===== src/rtl/hazard_pkg.sv =====
// Shared encodings for the pipeline hazard controller: forwarding selects,
// FSM state codes and register-number width.
package hazard_pkg;

   localparam int REG_W = 5;

   typedef enum logic [1:0] {
      FWD_RF  = 2'b00,
      FWD_EX  = 2'b01,
      FWD_MEM = 2'b10,
      FWD_WB  = 2'b11
   } fwd_e;

   localparam logic [0:0] ST_RUN      = 1'b0;
   localparam logic [0:0] ST_MEM_WAIT = 1'b1;

endpackage


===== src/rtl/pipeline_hazard_ctrl_if.sv =====
// Hazard-control bundle: pipeline-side sources and the controller's enables,
// bubbles and forwarding selects. master = pipeline, slave = controller.
interface pipeline_hazard_ctrl_if;
   import hazard_pkg::*;

   logic [REG_W-1:0] id_ra, id_rb, ex_rd, mem_rd, wb_rd;
   logic             id_ra_use, id_rb_use;
   logic             ex_rf_le, ex_load, ex_branch;
   logic             mem_rf_le, mem_req, mem_ready;
   logic             wb_rf_le;

   logic             pc_le, if_id_le, id_ex_le, ex_mem_le, mem_wb_le;
   logic             id_ex_bubble, if_id_flush, mem_wb_bubble;
   logic [1:0]       fwd_a, fwd_b;
   logic             mem_timeout;

   modport master (
      output id_ra, id_rb, id_ra_use, id_rb_use, ex_rd, ex_rf_le, ex_load, ex_branch,
             mem_rd, mem_rf_le, mem_req, mem_ready, wb_rd, wb_rf_le,
      input  pc_le, if_id_le, id_ex_le, ex_mem_le, mem_wb_le,
             id_ex_bubble, if_id_flush, mem_wb_bubble, fwd_a, fwd_b, mem_timeout
   );

   modport slave (
      input  id_ra, id_rb, id_ra_use, id_rb_use, ex_rd, ex_rf_le, ex_load, ex_branch,
             mem_rd, mem_rf_le, mem_req, mem_ready, wb_rd, wb_rf_le,
      output pc_le, if_id_le, id_ex_le, ex_mem_le, mem_wb_le,
             id_ex_bubble, if_id_flush, mem_wb_bubble, fwd_a, fwd_b, mem_timeout
   );

endinterface


===== src/rtl/hazard_fwd_sel.sv =====
// Forwarding select for one ID operand: youngest matching producer wins,
// EX is skipped for loads because the load-use stall covers that case.
module hazard_fwd_sel
   import hazard_pkg::*;
(
   input  logic [REG_W-1:0] src,
   input  logic [REG_W-1:0] ex_rd,
   input  logic             ex_rf_le,
   input  logic             ex_load,
   input  logic [REG_W-1:0] mem_rd,
   input  logic             mem_rf_le,
   input  logic [REG_W-1:0] wb_rd,
   input  logic             wb_rf_le,
   output fwd_e             sel
);

   // NOTE: every always_comb output gets a default first so no latch is inferred.
   always_comb begin
      sel = FWD_RF;
      if (src != '0) begin
         if (ex_rf_le && !ex_load && ex_rd == src)
            sel = FWD_EX;
         else if (mem_rf_le && mem_rd == src)
            sel = FWD_MEM;
         else if (wb_rf_le && wb_rd == src)
            sel = FWD_WB;
      end
   end

endmodule


===== src/rtl/pipeline_hazard_ctrl.sv =====
// Pipeline hazard controller: memory freeze FSM, branch squash, load-use stall
// and operand forwarding. Define HAZ_STATS_EN to add saturating event counters.
module pipeline_hazard_ctrl
   import hazard_pkg::*;
#(
   parameter int WAIT_MAX = 16,
   parameter int CNT_W    = 16
) (
   input  logic                 clk,
   input  logic                 reset,
   pipeline_hazard_ctrl_if.slave hz
`ifdef HAZ_STATS_EN
   ,
   output logic [CNT_W-1:0]     stall_cnt,
   output logic [CNT_W-1:0]     flush_cnt,
   output logic [CNT_W-1:0]     wait_cnt
`endif
);

   localparam int WCNT_W = (WAIT_MAX > 1) ? $clog2(WAIT_MAX) : 1;

   logic [0:0]        state;
   logic [WCNT_W-1:0] wait_q;
   logic              timeout_q;
   logic              wait_expire, freeze, branch, ra_hit, rb_hit, load_use;
   fwd_e              fwd_a_sel, fwd_b_sel;

   assign wait_expire = (state == ST_MEM_WAIT) && !hz.mem_ready &&
                        (wait_q == WCNT_W'(WAIT_MAX - 1));

   assign freeze = !reset &&
                   (((state == ST_RUN) && hz.mem_req && !hz.mem_ready) ||
                    ((state == ST_MEM_WAIT) && !hz.mem_ready && !wait_expire));

   assign branch = !reset && !freeze && hz.ex_branch;

   assign ra_hit   = hz.id_ra_use && (hz.id_ra == hz.ex_rd);
   assign rb_hit   = hz.id_rb_use && (hz.id_rb == hz.ex_rd);
   assign load_use = !reset && !freeze && !hz.ex_branch &&
                     hz.ex_load && hz.ex_rf_le && (hz.ex_rd != '0) && (ra_hit || rb_hit);

   hazard_fwd_sel u_fwd_a (
      .src(hz.id_ra), .ex_rd(hz.ex_rd), .ex_rf_le(hz.ex_rf_le), .ex_load(hz.ex_load),
      .mem_rd(hz.mem_rd), .mem_rf_le(hz.mem_rf_le), .wb_rd(hz.wb_rd), .wb_rf_le(hz.wb_rf_le),
      .sel(fwd_a_sel)
   );

   hazard_fwd_sel u_fwd_b (
      .src(hz.id_rb), .ex_rd(hz.ex_rd), .ex_rf_le(hz.ex_rf_le), .ex_load(hz.ex_load),
      .mem_rd(hz.mem_rd), .mem_rf_le(hz.mem_rf_le), .wb_rd(hz.wb_rd), .wb_rf_le(hz.wb_rf_le),
      .sel(fwd_b_sel)
   );

   always_comb begin
      hz.pc_le         = 1'b1;
      hz.if_id_le      = 1'b1;
      hz.id_ex_le      = 1'b1;
      hz.ex_mem_le     = 1'b1;
      hz.mem_wb_le     = 1'b1;
      hz.id_ex_bubble  = 1'b0;
      hz.if_id_flush   = 1'b0;
      hz.mem_wb_bubble = 1'b0;
      if (freeze) begin
         hz.pc_le         = 1'b0;
         hz.if_id_le      = 1'b0;
         hz.id_ex_le      = 1'b0;
         hz.ex_mem_le     = 1'b0;
         hz.mem_wb_bubble = 1'b1;
      end else if (branch) begin
         hz.if_id_flush = 1'b1;
      end else if (load_use) begin
         hz.pc_le        = 1'b0;
         hz.if_id_le     = 1'b0;
         hz.id_ex_bubble = 1'b1;
      end
   end

   assign hz.fwd_a       = reset ? FWD_RF : fwd_a_sel;
   assign hz.fwd_b       = reset ? FWD_RF : fwd_b_sel;
   assign hz.mem_timeout = timeout_q;

   // NOTE: sequential state uses non-blocking <= so every flop samples pre-edge values.
   always_ff @(posedge clk) begin
      if (reset) begin
         state     <= ST_RUN;
         wait_q    <= '0;
         timeout_q <= 1'b0;
      end else begin
         case (state)
            ST_RUN: begin
               wait_q <= '0;
               if (hz.mem_req && !hz.mem_ready)
                  state <= ST_MEM_WAIT;
            end
            ST_MEM_WAIT: begin
               if (hz.mem_ready) begin
                  state  <= ST_RUN;
                  wait_q <= '0;
               end else if (wait_expire) begin
                  state     <= ST_RUN;
                  wait_q    <= '0;
                  timeout_q <= 1'b1;
               end else begin
                  wait_q <= wait_q + WCNT_W'(1);
               end
            end
            default: begin
               state  <= ST_RUN;
               wait_q <= '0;
            end
         endcase
      end
   end

`ifdef HAZ_STATS_EN
   // Counters stick at all-ones rather than wrapping.
   always_ff @(posedge clk) begin
      if (reset) begin
         stall_cnt <= '0;
         flush_cnt <= '0;
         wait_cnt  <= '0;
      end else begin
         if (load_use && stall_cnt != '1) stall_cnt <= stall_cnt + CNT_W'(1);
         if (branch && flush_cnt != '1)   flush_cnt <= flush_cnt + CNT_W'(1);
         if (freeze && wait_cnt != '1)    wait_cnt  <= wait_cnt + CNT_W'(1);
      end
   end
`endif

endmodule


===== src/flat_wrapper.sv =====
// flat-port wrapper written by rule: the top's interface ports become plain ports
module pipeline_hazard_ctrl_flat import hazard_pkg::*;
#(
   parameter int WAIT_MAX = 16,
   parameter int CNT_W    = 16
)
  (clk, reset, hz_id_ra, hz_id_rb, hz_id_ra_use, hz_id_rb_use, hz_ex_rd, hz_ex_rf_le, hz_ex_load, hz_ex_branch, hz_mem_rd, hz_mem_rf_le, hz_mem_req, hz_mem_ready, hz_wb_rd, hz_wb_rf_le, hz_pc_le, hz_if_id_le, hz_id_ex_le, hz_ex_mem_le, hz_mem_wb_le, hz_id_ex_bubble, hz_if_id_flush, hz_mem_wb_bubble, hz_fwd_a, hz_fwd_b, hz_mem_timeout);
  pipeline_hazard_ctrl_if hz_i ();
  input  logic clk;
  input  logic reset;
  input wire logic [$bits(hz_i.id_ra)-1:0] hz_id_ra;
  input wire logic [$bits(hz_i.id_rb)-1:0] hz_id_rb;
  input wire logic [$bits(hz_i.id_ra_use)-1:0] hz_id_ra_use;
  input wire logic [$bits(hz_i.id_rb_use)-1:0] hz_id_rb_use;
  input wire logic [$bits(hz_i.ex_rd)-1:0] hz_ex_rd;
  input wire logic [$bits(hz_i.ex_rf_le)-1:0] hz_ex_rf_le;
  input wire logic [$bits(hz_i.ex_load)-1:0] hz_ex_load;
  input wire logic [$bits(hz_i.ex_branch)-1:0] hz_ex_branch;
  input wire logic [$bits(hz_i.mem_rd)-1:0] hz_mem_rd;
  input wire logic [$bits(hz_i.mem_rf_le)-1:0] hz_mem_rf_le;
  input wire logic [$bits(hz_i.mem_req)-1:0] hz_mem_req;
  input wire logic [$bits(hz_i.mem_ready)-1:0] hz_mem_ready;
  input wire logic [$bits(hz_i.wb_rd)-1:0] hz_wb_rd;
  input wire logic [$bits(hz_i.wb_rf_le)-1:0] hz_wb_rf_le;
  output wire logic [$bits(hz_i.pc_le)-1:0] hz_pc_le;
  output wire logic [$bits(hz_i.if_id_le)-1:0] hz_if_id_le;
  output wire logic [$bits(hz_i.id_ex_le)-1:0] hz_id_ex_le;
  output wire logic [$bits(hz_i.ex_mem_le)-1:0] hz_ex_mem_le;
  output wire logic [$bits(hz_i.mem_wb_le)-1:0] hz_mem_wb_le;
  output wire logic [$bits(hz_i.id_ex_bubble)-1:0] hz_id_ex_bubble;
  output wire logic [$bits(hz_i.if_id_flush)-1:0] hz_if_id_flush;
  output wire logic [$bits(hz_i.mem_wb_bubble)-1:0] hz_mem_wb_bubble;
  output wire logic [$bits(hz_i.fwd_a)-1:0] hz_fwd_a;
  output wire logic [$bits(hz_i.fwd_b)-1:0] hz_fwd_b;
  output wire logic [$bits(hz_i.mem_timeout)-1:0] hz_mem_timeout;
  assign hz_i.id_ra = hz_id_ra;
  assign hz_i.id_rb = hz_id_rb;
  assign hz_i.id_ra_use = hz_id_ra_use;
  assign hz_i.id_rb_use = hz_id_rb_use;
  assign hz_i.ex_rd = hz_ex_rd;
  assign hz_i.ex_rf_le = hz_ex_rf_le;
  assign hz_i.ex_load = hz_ex_load;
  assign hz_i.ex_branch = hz_ex_branch;
  assign hz_i.mem_rd = hz_mem_rd;
  assign hz_i.mem_rf_le = hz_mem_rf_le;
  assign hz_i.mem_req = hz_mem_req;
  assign hz_i.mem_ready = hz_mem_ready;
  assign hz_i.wb_rd = hz_wb_rd;
  assign hz_i.wb_rf_le = hz_wb_rf_le;
  assign hz_pc_le = hz_i.pc_le;
  assign hz_if_id_le = hz_i.if_id_le;
  assign hz_id_ex_le = hz_i.id_ex_le;
  assign hz_ex_mem_le = hz_i.ex_mem_le;
  assign hz_mem_wb_le = hz_i.mem_wb_le;
  assign hz_id_ex_bubble = hz_i.id_ex_bubble;
  assign hz_if_id_flush = hz_i.if_id_flush;
  assign hz_mem_wb_bubble = hz_i.mem_wb_bubble;
  assign hz_fwd_a = hz_i.fwd_a;
  assign hz_fwd_b = hz_i.fwd_b;
  assign hz_mem_timeout = hz_i.mem_timeout;
  pipeline_hazard_ctrl #(.WAIT_MAX(WAIT_MAX), .CNT_W(CNT_W)) u_core (.clk(clk), .reset(reset), .hz(hz_i));
endmodule

===== config.mk =====
export PLATFORM = sky130hd
export DESIGN_NAME = pipeline_hazard_ctrl_flat
export DESIGN_NICKNAME = d
export VERILOG_FILES = /design/src/rtl/hazard_pkg.sv /design/src/rtl/pipeline_hazard_ctrl_if.sv /design/src/rtl/hazard_fwd_sel.sv /design/src/rtl/pipeline_hazard_ctrl.sv /design/src/flat_wrapper.sv
export SDC_FILE = /design/constraint.sdc
export NUM_CORES = 1
export LEC_CHECK = 0
export CORE_MARGIN = 5
export CORE_UTILIZATION = 35
export DETAILED_ROUTE_END_ITERATION = 12
export GPL_TIMING_DRIVEN = 0
export MAX_ROUTING_LAYER = met4
export PLACE_DENSITY = 0.83
export REMOVE_ABC_BUFFERS = 1
export SETUP_SLACK_MARGIN = 0.2
export SKIP_CTS_REPAIR_TIMING = 1
export SLEW_MARGIN = 15
export SYNTH_ARGS = -nofsm -noshare
export SYNTH_HDL_FRONTEND = slang
export SYNTH_SLANG_ARGS = --single-unit

===== constraint.sdc =====
create_clock -name clk -period 2.8 [get_ports clk]
set_clock_uncertainty 0.15 [all_clocks]
set_input_delay 0.42 -clock clk [delete_from_list [all_inputs] [get_ports clk]]
set_output_delay 0.42 -clock clk [all_outputs]
set_load 0.03 [all_outputs]

-- Word level (Yosys, flattened, before mapping)
Cells that the tools add are included.
- bitwise logic cells: 2
- reductions and logical operators: 35
- mux-type cells: 27
- $lt $le $gt $ge: 0
- multipliers: 0
- divide/modulo/power cells: 0
- shifts and indexed selects: 0
- eq/ne operators: 9
- add/sub/neg operators: 1
- operators with widths (kind ; number):
    5-bit == test ; 8
    1-bit logical AND ; 23
    2-bit 2-to-1 mux ; 10
    5-bit nonzero test ; 3
    1-bit 2-to-1 mux ; 13
    4-bit 2-to-1 mux ; 2
    4-bit case mux with 2 select lines ; 1
    1-bit logical NOT ; 6
    4-bit by 1-bit adder with 4-bit output (second input constant) ; 1
    4-bit == test (second input constant) ; 1
    3-bit AND reduction ; 1
    1-bit logical OR ; 2
    1-bit NOT ; 2
    1-bit case mux with 2 select lines ; 1
- output and inout bits: 13
- RAM bits: 0
- bits in latches: 0
- memory bits (read-only): 0
- register bits after elaboration: 6
- memories kept: 0

-- Longest topological paths before layout
Gate-level depths: netlist of the first run.
- word-level depth: 17
- mapped depth: 7
- depth with buffers taken out: 6

-- Hierarchy
Synthesis of the first run repeated with hierarchy kept, for this count alone.
- cell total of the unflattened synthesis: 112
- area, all modules: 914.6 um^2
- modules (own cells, without submodules) (module ; cells an instance ; area an instance (um^2) ; instances):
    pipeline_hazard_ctrl ; 56 ; 474.2 ; 1
    hazard_fwd_sel ; 28 ; 220.2 ; 2

-- Worst setup path before layout of the first run
OpenSTA, ideal clock, no wires.
- path type: flip-flop to output port
- from: register u_core.wait_q[0]
- to: output port hz_pc_le
- arrival: 2.067 ns
- path buffers: 1
- cell stages (with the launch flop): 6
- slack: 0.163 ns
- cell sequence: dfxtp_1 > ha_1 > and4_1 > nor4_2 > nor2_1 > buf_4
- longest elaborated chain between the ends: 16
- elaborated cells between the ends (all ways): 17
- those cells by class: eq/ne: 1; mux: 3; reduce/logical: 13
- RTL lines (element ; RTL line ; source):
    start: declaration ; pipeline_hazard_ctrl.sv:23 ; logic [WCNT_W-1:0] wait_q;
    start signal: assignment ; pipeline_hazard_ctrl.sv:104 ; wait_q <= wait_q + WCNT_W'(1);
    4-bit == test * ; pipeline_hazard_ctrl.sv:29 ; (wait_q == WCNT_W'(WAIT_MAX - 1));
    1-bit logical AND * ; pipeline_hazard_ctrl.sv:28 ; assign wait_expire = (state == ST_MEM_WAIT) && !hz.mem_ready &&
    1-bit logical NOT * ; pipeline_hazard_ctrl.sv:33 ; ((state == ST_MEM_WAIT) && !hz.mem_ready && !wait_expire));
    1-bit logical AND * ; pipeline_hazard_ctrl.sv:33 ;
    1-bit logical OR * ; pipeline_hazard_ctrl.sv:32 ; (((state == ST_RUN) && hz.mem_req && !hz.mem_ready) ||
    1-bit logical AND * ; pipeline_hazard_ctrl.sv:31 ; assign freeze = !reset &&
    1-bit logical NOT ; pipeline_hazard_ctrl.sv:35, pipeline_hazard_ctrl.sv:39 ;
    1-bit logical AND ; pipeline_hazard_ctrl.sv:35, pipeline_hazard_ctrl.sv:39 ;
    1-bit logical AND (2 in series) ; pipeline_hazard_ctrl.sv:39 ; assign load_use = !reset && !freeze && !hz.ex_branch &&
    1-bit logical AND (3 in series) ; pipeline_hazard_ctrl.sv:40 ; hz.ex_load && hz.ex_rf_le && (hz.ex_rd != '0) && (ra_hit || rb_hit);
    1-bit 2-to-1 mux (2 in series) ; -- ;
    1-bit 2-to-1 mux * ; -- ;
    end: declaration ; flat_wrapper.sv:25 ; output wire logic [$bits(hz_i.pc_le)-1:0] hz_pc_le;
Mark *: on every way between the ends. The rest lies on a longest branch, timed or not.

-- Worst setup path after layout of the first run
- from: input port hz_mem_rd[1]
- to: output port hz_fwd_b[1]
- longest elaborated chain between the ends: 6
- RTL lines (element ; RTL line ; source):
    start: declaration ; flat_wrapper.sv:19 ; input wire logic [$bits(hz_i.mem_rd)-1:0] hz_mem_rd;
    5-bit == test ; hazard_fwd_sel.sv:23 ; else if (mem_rf_le && mem_rd == src)
    1-bit logical AND ; hazard_fwd_sel.sv:23 ;
    2-bit 2-to-1 mux ; hazard_fwd_sel.sv:23 ;
    2-bit 2-to-1 mux ; hazard_fwd_sel.sv:21 ; if (ex_rf_le && !ex_load && ex_rd == src)
    2-bit 2-to-1 mux ; hazard_fwd_sel.sv:20 ; if (src != '0) begin
    2-bit 2-to-1 mux ; pipeline_hazard_ctrl.sv:79 ; assign hz.fwd_b = reset ? FWD_RF : fwd_b_sel;
    end: declaration ; flat_wrapper.sv:34 ; output wire logic [$bits(hz_i.fwd_b)-1:0] hz_fwd_b;
Every way passes these cells.

==> flow_results.org, run 1 <==
** Place
- Detailed placement finished with a half-perimeter wire length of 2.04 mm.
- Final estimated routing congestion in global placement :: 0.936
- Buffers on Ports :: 47

** Route
- Detailed Routing Iterations Pass 1 :: 4
- For this run, design rule violations remaining after detail routing come to 0.
- DRT iter0 DRCs :: 27
- The final route contains 880 vias.
- Dividing the detail-routed wire length by the instance count gives 14.2 µm.
- After detailed routing, the number of vias per cell comes to 5.06.
- The detail route stage leaves a number of antenna-violating nets equal to 0.
- Total length of routed wires :: 2.48 mm

** Layout
- The post-route netlist has 13.7% of its cells at a drive strength greater than 1.
- Fillcell total :: 189
- Relative to the synthesized area, the layout overhead comes to 66.3%.
- Share of the core filled with cells :: 60.1%
- The number of antenna diodes in the final layout is 0.
- For this run, the post-layout net count is 185.

** Synthesis
- Portion of the post-synthesis area used by sequential elements :: 15.3%
- Post-synthesis register bit count :: 6
- The synthesized netlist occupies a cell area of 785 µm².
- Number of enable flip-flop cells after synthesis :: 0
- In this run, distinct cell masters in the synthesized netlist total 30.
- For this run, asynchronously set or reset flops after synthesis account for 0%.
- Each instance of the synthesized netlist takes up on average 7.92 µm².
- Among all flip-flop cells after synthesis, the most frequent one is sky130_fd_sc_hd__dfxtp_1.
- Cells after Synth :: 99
- Synth warn :: 0

** Worst setup path
- In this run the critical register-to-register path is captured at u_core.wait_q[2].
- The setup path with the least slack is of type in -> out.
- Data arrival at the endpoint of the critical path :: 2050 ps
- Worst Setup End Kind :: output port
- The worst register-to-register path begins at u_core.wait_q[0].
- Critical-path maximum fanout :: 2
- Counting cells, the worst reg-to-reg path comes to 4.
- Setup crit start kind :: primary input
- CP required :: 2230 ps
- Flop2flop setup slack :: 1210 ps

** Clocking
- H-tree depth reported by CTS :: 1
- CTS Buf Count :: 3
- Cell at the root of the clock tree :: sky130_fd_sc_hd__clkbuf_4
- Clock edge transition at the registers on the reported setup and hold paths :: 40 ps
- Clock insertion delay at the later pin of the skew report :: 240 ps
- The clock drives 6 sinks.
- TritonCTS built the clock tree.
- Largest buffer count on any clock path :: 2

** STA
- Fmax :: 382 MHz
- Setup violations remaining at the end of the flow were counted as 0.
- Final-layout worst hold slack :: 296 ps
- After routing, the total negative slack on setup checks comes to 0 ps.
- Share of the clock period used by the worst path after layout :: 93.4%
- Crit path time final :: 2620 ps
- The number of pins with negative max-slew slack in the final report came to 0.
- Unrepaired setup endpoints after global routing :: true
- The final count of hold timing violations is 0.

** Power
- Fraction of power spent switching nets :: 32.6%
- Power per cell area :: 246 nW/µm²
- The clock network burns 24.7% of the power.
- Internal power comes to 0.216 mW.
- Overall Power :: 0.321 mW
- P_sw :: 0.104 mW
- VDD IR-drop max :: 0.210 mV
- Of the total power, combinational logic draws 48.0%.
- In this run, flip-flops and latches consume 27.3% of the power.
- Static leakage power :: 0.616 nW

** Worst hold path
- The worst hold path begins at u_core.wait_q[0].
- Worst hold path cell count :: 1
- The tightest min-delay check is of the reg -> reg type.
- The path with the worst hold slack has its endpoint at u_core.wait_q[0].

** Die
- The floorplan has 17 rows.
- Horizontal extent of the die :: 57.3 µm
- From bottom edge to top edge, the die measures 57.3 µm.
- The initial utilization of the core area, before any placement, comes to 36.2%.
- Pin placement for this block handled 49 I/O pins.
- The region available for standard cell placement spans 2170 µm².
- Area of the die :: 3290 µm²

** Global route
- GRT Overall Usage :: 15.2%
- Global routing finished with a remaining overflow of 0.
- Entering global routing, the biggest net connects 8 pins.
- The initial antenna violation count is 0.
- Global-route wire length before repair :: 3.84 mm
- The number of global-route vias before repair is 863.

** Outcome
- The flow ran to the end, and the final reports show no timing, DRC or antenna violations.

** Flow run
- # Max-Cap Violations :: 0
-- layer usage --
metal	GRT usage [%]	part of all wire, %	wire length [µm]	up-vias
li1	-	-	-	435
met1	17.9	42	1030	403
met2	26.1	50	1240	38
met3	1.36	6.9	171	4
met4	6.29	1.5	37	0
met5	-	0	0	-
-- how the worst max path moves through the flow --
stage,startpoint,endpoint,slack [ps],depth (start not counted)
final,hz_mem_rd[1],hz_fwd_b[1],180,7
after global routing,hz_mem_rd[1],hz_fwd_b[1],110,7
after CTS,hz_id_rb[4],hz_fwd_b[1],-380,7
after detailed placement,hz_id_rb[4],hz_fwd_b[1],-380,7
after global placement,hz_id_rb[4],hz_fwd_b[1],-340,7
after floorplan,u_core.wait_q[0],hz_if_id_le,210,6
-- per-stage QoR --
step                worst slack [ps]  instance area (µm²)  instances
CTS                             -376                 1290        174
global placement                -337                 1270        171
finish                           184                 1310        174
detailed placement              -376                 1270        171
floorplan                        208                  762         96
global route                     115                 1310        174
-- area by class of cell --
| type | instances | area (µm²) | share of cell area [%] |
|---|---|---|---|
| Timing Repair Buffer | 47 | 475 | 36.4 |
| Tap cell | 28 | 35.0 | 2.68 |
| Clock buffer | 3 | 22.5 | 1.73 |
| Sequential cell | 6 | 120 | 9.20 |
| Multi-Input combinational cell | 87 | 641 | 49.1 |
| Inverter | 3 | 11.3 | 0.863 |
-- synthesized netlist by cell type (2+ instances only) --
master	n	area [µm²]
sky130_fd_sc_hd__xor2_1	17	149
sky130_fd_sc_hd__xnor2_1	15	131
sky130_fd_sc_hd__nor2_1	11	41.3
sky130_fd_sc_hd__nand3_1	7	35.0
sky130_fd_sc_hd__dfxtp_1	6	120
sky130_fd_sc_hd__nor3_1	4	20.0
sky130_fd_sc_hd__nor4_1	4	25.0
sky130_fd_sc_hd__a21oi_1	3	15.0
sky130_fd_sc_hd__and3_1	3	18.8
sky130_fd_sc_hd__buf_4	3	22.5
sky130_fd_sc_hd__inv_1	3	11.3
sky130_fd_sc_hd__nand2_1	3	11.3
sky130_fd_sc_hd__nor2b_1	2	12.5
sky130_fd_sc_hd__nor4_2	2	25.0
-- layout by cell type, fill, tap and decap left out, types with 4 or more instances in the layout --
master | Yosys | routed
sky130_fd_sc_hd__clkdlybuf4s50_1 | 0 | 26
sky130_fd_sc_hd__xor2_1 | 17 | 17
sky130_fd_sc_hd__xnor2_1 | 15 | 15
sky130_fd_sc_hd__dlymetal6s2s_1 | 0 | 14
sky130_fd_sc_hd__nor2_1 | 11 | 11
sky130_fd_sc_hd__nand3_1 | 7 | 6
sky130_fd_sc_hd__dfxtp_1 | 6 | 6
sky130_fd_sc_hd__nor4_1 | 4 | 4
sky130_fd_sc_hd__clkbuf_4 | 0 | 4
-- worst max-delay path: stages --
cell                              delay (ps)
sky130_fd_sc_hd__clkdlybuf4s50_1         470
sky130_fd_sc_hd__xor2_1                  200
sky130_fd_sc_hd__nor4_2                  290
sky130_fd_sc_hd__nand3_1                 160
sky130_fd_sc_hd__nor2b_4                 160
sky130_fd_sc_hd__nor3b_2                 130
sky130_fd_sc_hd__buf_2                   210
-- registers in the layout (all words and copies together) (netlist names) --
| register | cells |
|---|---|
| u_core.state | 1 |
| u_core.wait_q | 4 |
| u_core.hz.mem_timeout | 1 |
-- cells by family after synthesis --
| family | Yosys count | synth area share (%) |
|---|---|---|
| buffers and inverters | 6 | 4.31 |
| DFF | 6 | 15.3 |
| other | 1 | 0.478 |
| and+or+nand+nor | 46 | 37.2 |
| xor gates and xnor gates | 32 | 35.7 |
| adders and majority gates | 1 | 1.59 |
| AOI/OAI and AO/OA | 7 | 5.42 |
-- power groups by stage --
stage / logic, mW / clock network, mW / registers (mW)
3_3_place_gp: 0.153 / 0 / 0.0890
4_1_cts: 0.156 / 0.0831 / 0.0875
2_1_floorplan: 0.0687 / 0 / 0.0889
6_report: 0.154 / 0.0793 / 0.0875
5_1_grt: 0.166 / 0.0885 / 0.0875
3_5_place_dp: 0.155 / 0 / 0.0891
Note: power is estimated with default switching activity, not from simulation.
==> inputs of run 2 (changes only) <==
- CTS_CLUSTER_SIZE: unset -> 16
- SLEW_MARGIN: 15 -> unset
- clock period: 2.8 -> 3.13 ns (I/O delays scaled with it)
==> run 2 against run 1 <==
Against the previous run:
- final cell count unchanged
- non-clock buffer count stayed put
- largest cell class unchanged
- clock power shrank 11%
- register-to-register slack improved by 330 ps
- critical path type unchanged
- largest power group unchanged
- power down 10%
- highest routed layer unchanged
==> flow_results.org, run 2 (synthesized netlist as in run 1, its figures left out) <==
** Global route
- GRT Overall Usage :: 15.2% (unchanged)
- Initial antenna violation count :: 0 (unchanged)
- Largest net degree at the start of global routing :: 8 (unchanged)
- The global-route wire length before repair came to 3.84 mm (unchanged).
- The aggregate global routing overflow is 0 (unchanged).
- Via count of the first global-routing pass :: 863 (unchanged)

** Worst setup path
- Critical-path maximum fanout :: 4 (was 2)
- Worst Path Buf+Inv :: 2 (unchanged)
- Length in cells of the worst reg-to-reg path :: 4 (unchanged)
- Slowest stage delay, CP :: 540 ps (was 470 ps)
- The launching element type of the critical path is a primary input (unchanged).
- The startpoint-to-endpoint class of the critical path was in -> out (unchanged).
- The kind of cell adding the most delay to the critical path is buffers and inverters (was simple AND/OR/NAND/NOR gates).
- Flop2flop setup slack :: 1540 ps (was 1210 ps)
- The critical path's slowest cell is sky130_fd_sc_hd__clkdlybuf4s50_1 (unchanged).
- Count of cell instances traversed by the critical path :: 7 (unchanged)
- The endpoint type of the worst setup path was an output port (unchanged).
- CP required :: 2510 ps (was 2230 ps)
- Data arrival at the endpoint of the critical path :: 2250 ps (was 2050 ps)
- Cell-by-cell trace of the critical path: clkdlybuf4s50_1, xor2_1, nor4_1, and3_2, nor2b_4, nor3b_2, dlymetal6s2s_1 (was clkdlybuf4s50_1, xor2_1, nor4_2, nand3_1, nor2b_4, nor3b_2, buf_2).

** STA
- Fmax :: 348 MHz
- Crit path time final :: 2870 ps
- The total setup violations reported at the end of the flow came to 0 (unchanged).
- Final Hold Vio Count :: 0 (unchanged)
- The final worst setup slack was 258 ps (was 184 ps).
- Unrepaired setup endpoints after global routing :: true (unchanged)
- Max Slew Vio Count :: 0 (unchanged)
- The worst path uses 91.8% of the clock period.

** Route
- DRT antenna net count :: 0 (unchanged)
- The routed length per instance was 13.9 µm (was 14.2 µm).
- The DRC violations left is 0 (unchanged).
- Total length of routed wires :: 2.42 mm (was 2.48 mm)
- DRT iter0 DRCs :: 21 (was 27)
- The number of detailed-routing iterations run before antenna repair was 4 (unchanged).
- The detail-routed via count per cell was 5.02 (was 5.06).
- The via total after detailed routing was 873 (was 880).

** Power
- The leakage dissipation is 0.578 nW (was 0.616 nW).
- Overall Power :: 0.289 mW (was 0.321 mW)
- VDD IR-drop max :: 0.198 mV (was 0.210 mV)
- Power per cell area :: 220 nW/µm² (was 246 nW/µm²)

** Place
- The HPWL reported at the end of detailed placement is 2.04 mm (unchanged).
- The worst setup timing slack at the placement stage was -145 ps (was -376 ps).
- The count of buffers from port buffering is 47 (unchanged).
- The final estimated routing congestion in global placement was 0.936 (unchanged).

** Clocking
- The worst-skew pair later-pin latency is 240 ps (about the same).
- The number of buffers created by CTS is 3 (unchanged).
- The number of buffers on the longest clock path came to 2 (unchanged).
- The deepest level of the CTS H-tree was 1 (unchanged).
- Cell at the root of the clock tree :: sky130_fd_sc_hd__clkbuf_4 (unchanged)
- CTS tree :: built (unchanged)
- The clock input transition at the sequential cells of the worst setup and hold paths came to 40 ps (about the same).
- The total clock sinks is 6 (unchanged).

** Flow run
- # Max-Cap Violations :: 0 (unchanged)

** Die
- The die boundary width was 57.3 µm (unchanged).
- The core region area was 2170 µm² (unchanged).
- The height of the die was 57.3 µm (unchanged).
- Area of the die :: 3290 µm² (unchanged)
- Standard-cell rows :: 17 (unchanged)
- I/O pin total :: 49 (unchanged)
- Starting Density :: 36.2% (unchanged)

** Layout
- The area added between synthesis and finish was 67.3% (was 66.3%).
- The total of fill cells in the finished design was 184 (was 189).
- The commonest non-fill, non-tap cell in the layout was sky130_fd_sc_hd__clkdlybuf4s50_1 (unchanged).
- The area occupied by multi-input gates is 636 µm² (was 641 µm²).
- The count of antenna diodes in the layout was 0 (unchanged).
- The fraction of final layout cells sized beyond drive strength 1 was 8.22% (was 13.7%).
- # nets final :: 185 (unchanged)
- The area used by sequential logic in the layout was 120 µm² (unchanged).
- Most frequent cells in the layout: 40 x sky130_fd_sc_hd__clkdlybuf4s50_1, 17 x sky130_fd_sc_hd__xor2_1, 15 x sky130_fd_sc_hd__xnor2_1, 11 x sky130_fd_sc_hd__nor2_1 (was 26 x sky130_fd_sc_hd__clkdlybuf4s50_1, 17 x sky130_fd_sc_hd__xor2_1, 15 x sky130_fd_sc_hd__xnor2_1, 14 x sky130_fd_sc_hd__dlymetal6s2s_1, 11 x sky130_fd_sc_hd__nor2_1).
- The final cell utilization of the core is 60.5% (was 60.1%).
- The largest register by flop count is u_core.wait_q (unchanged).
- Number of flip-flops under the largest register name :: 4 (unchanged)

** Worst hold path
- The worst hold path class is reg -> reg (unchanged).
- Worst hold path cell count :: 1 (unchanged)

** Outcome
- Result of the run: finished, final reports clean (unchanged).
-- run 2: cell count changes in the layout (fill, tap and decap cells not counted), sizes merged --
cell           before  now
clkdlybuf4s50      26   40
dlymetal6s2s       14    7
buf                 4    0
clkbuf              6    3
-- run 2: where the power goes --
group / leakage [nW] / switching [mW] / total (mW) / internal, mW
sequential: 0.0485 / 0.000715 / 0.0783 / 0.0776
clock: 0.0138 / 0.0273 / 0.0706 / 0.0433
combinational: 0.515 / 0.0641 / 0.140 / 0.0755
-- run 2: worst paths after layout --
| kind | start | to |
|---|---|---|
| worst max register to register | u_core.wait_q[0] | u_core.wait_q[2] |
| worst min-delay path | u_core.wait_q[0] | u_core.wait_q[0] |
| worst max-delay path | hz_id_rb[4] | hz_fwd_b[1] |
| worst min register to register | u_core.wait_q[0] | u_core.wait_q[0] |
-- run 2: through the flow --
step | std cells | TNS, ps | instance area, µm² | hold slack (ps)
final | 174 | 0 | 1310 | 296
after global routing | 174 | 0 | 1310 | 312
after CTS | 174 | -311 | 1290 | 301
after detailed placement | 171 | -305 | 1270 | 294
after global placement | 171 | -249 | 1270 | 276
after floorplan | 96 | 0 | 762 | 267
-- run 2: worst reg2reg max path: stages, from the launching register on --
cell,delay [ps]
sky130_fd_sc_hd__dfxtp_1,320
sky130_fd_sc_hd__ha_1,230
sky130_fd_sc_hd__and3_1,200
sky130_fd_sc_hd__or4b_4,500
sky130_fd_sc_hd__nor2_1,110
-- run 2: final cells by class --
cell class | count | share of cell area [%]
clock buffer | 3 | 1.72
inverter | 3 | 0.858
multi-input combinational | 87 | 48.4
sequential | 6 | 9.15
tap | 28 | 2.67
timing repair buffer | 47 | 37.2
-- run 2: layer usage --
| layer | vias to the layer above | GRT usage [%] | part of all wire [%] |
|---|---|---|---|
| met5 | - | - | 0 |
| met4 | 0 | 6.29 | 1.5 |
| met3 | 4 | 1.36 | 7.1 |
| met2 | 38 | 26.1 | 49 |
| met1 | 395 | 17.9 | 42 |
| li1 | 436 | - | - |
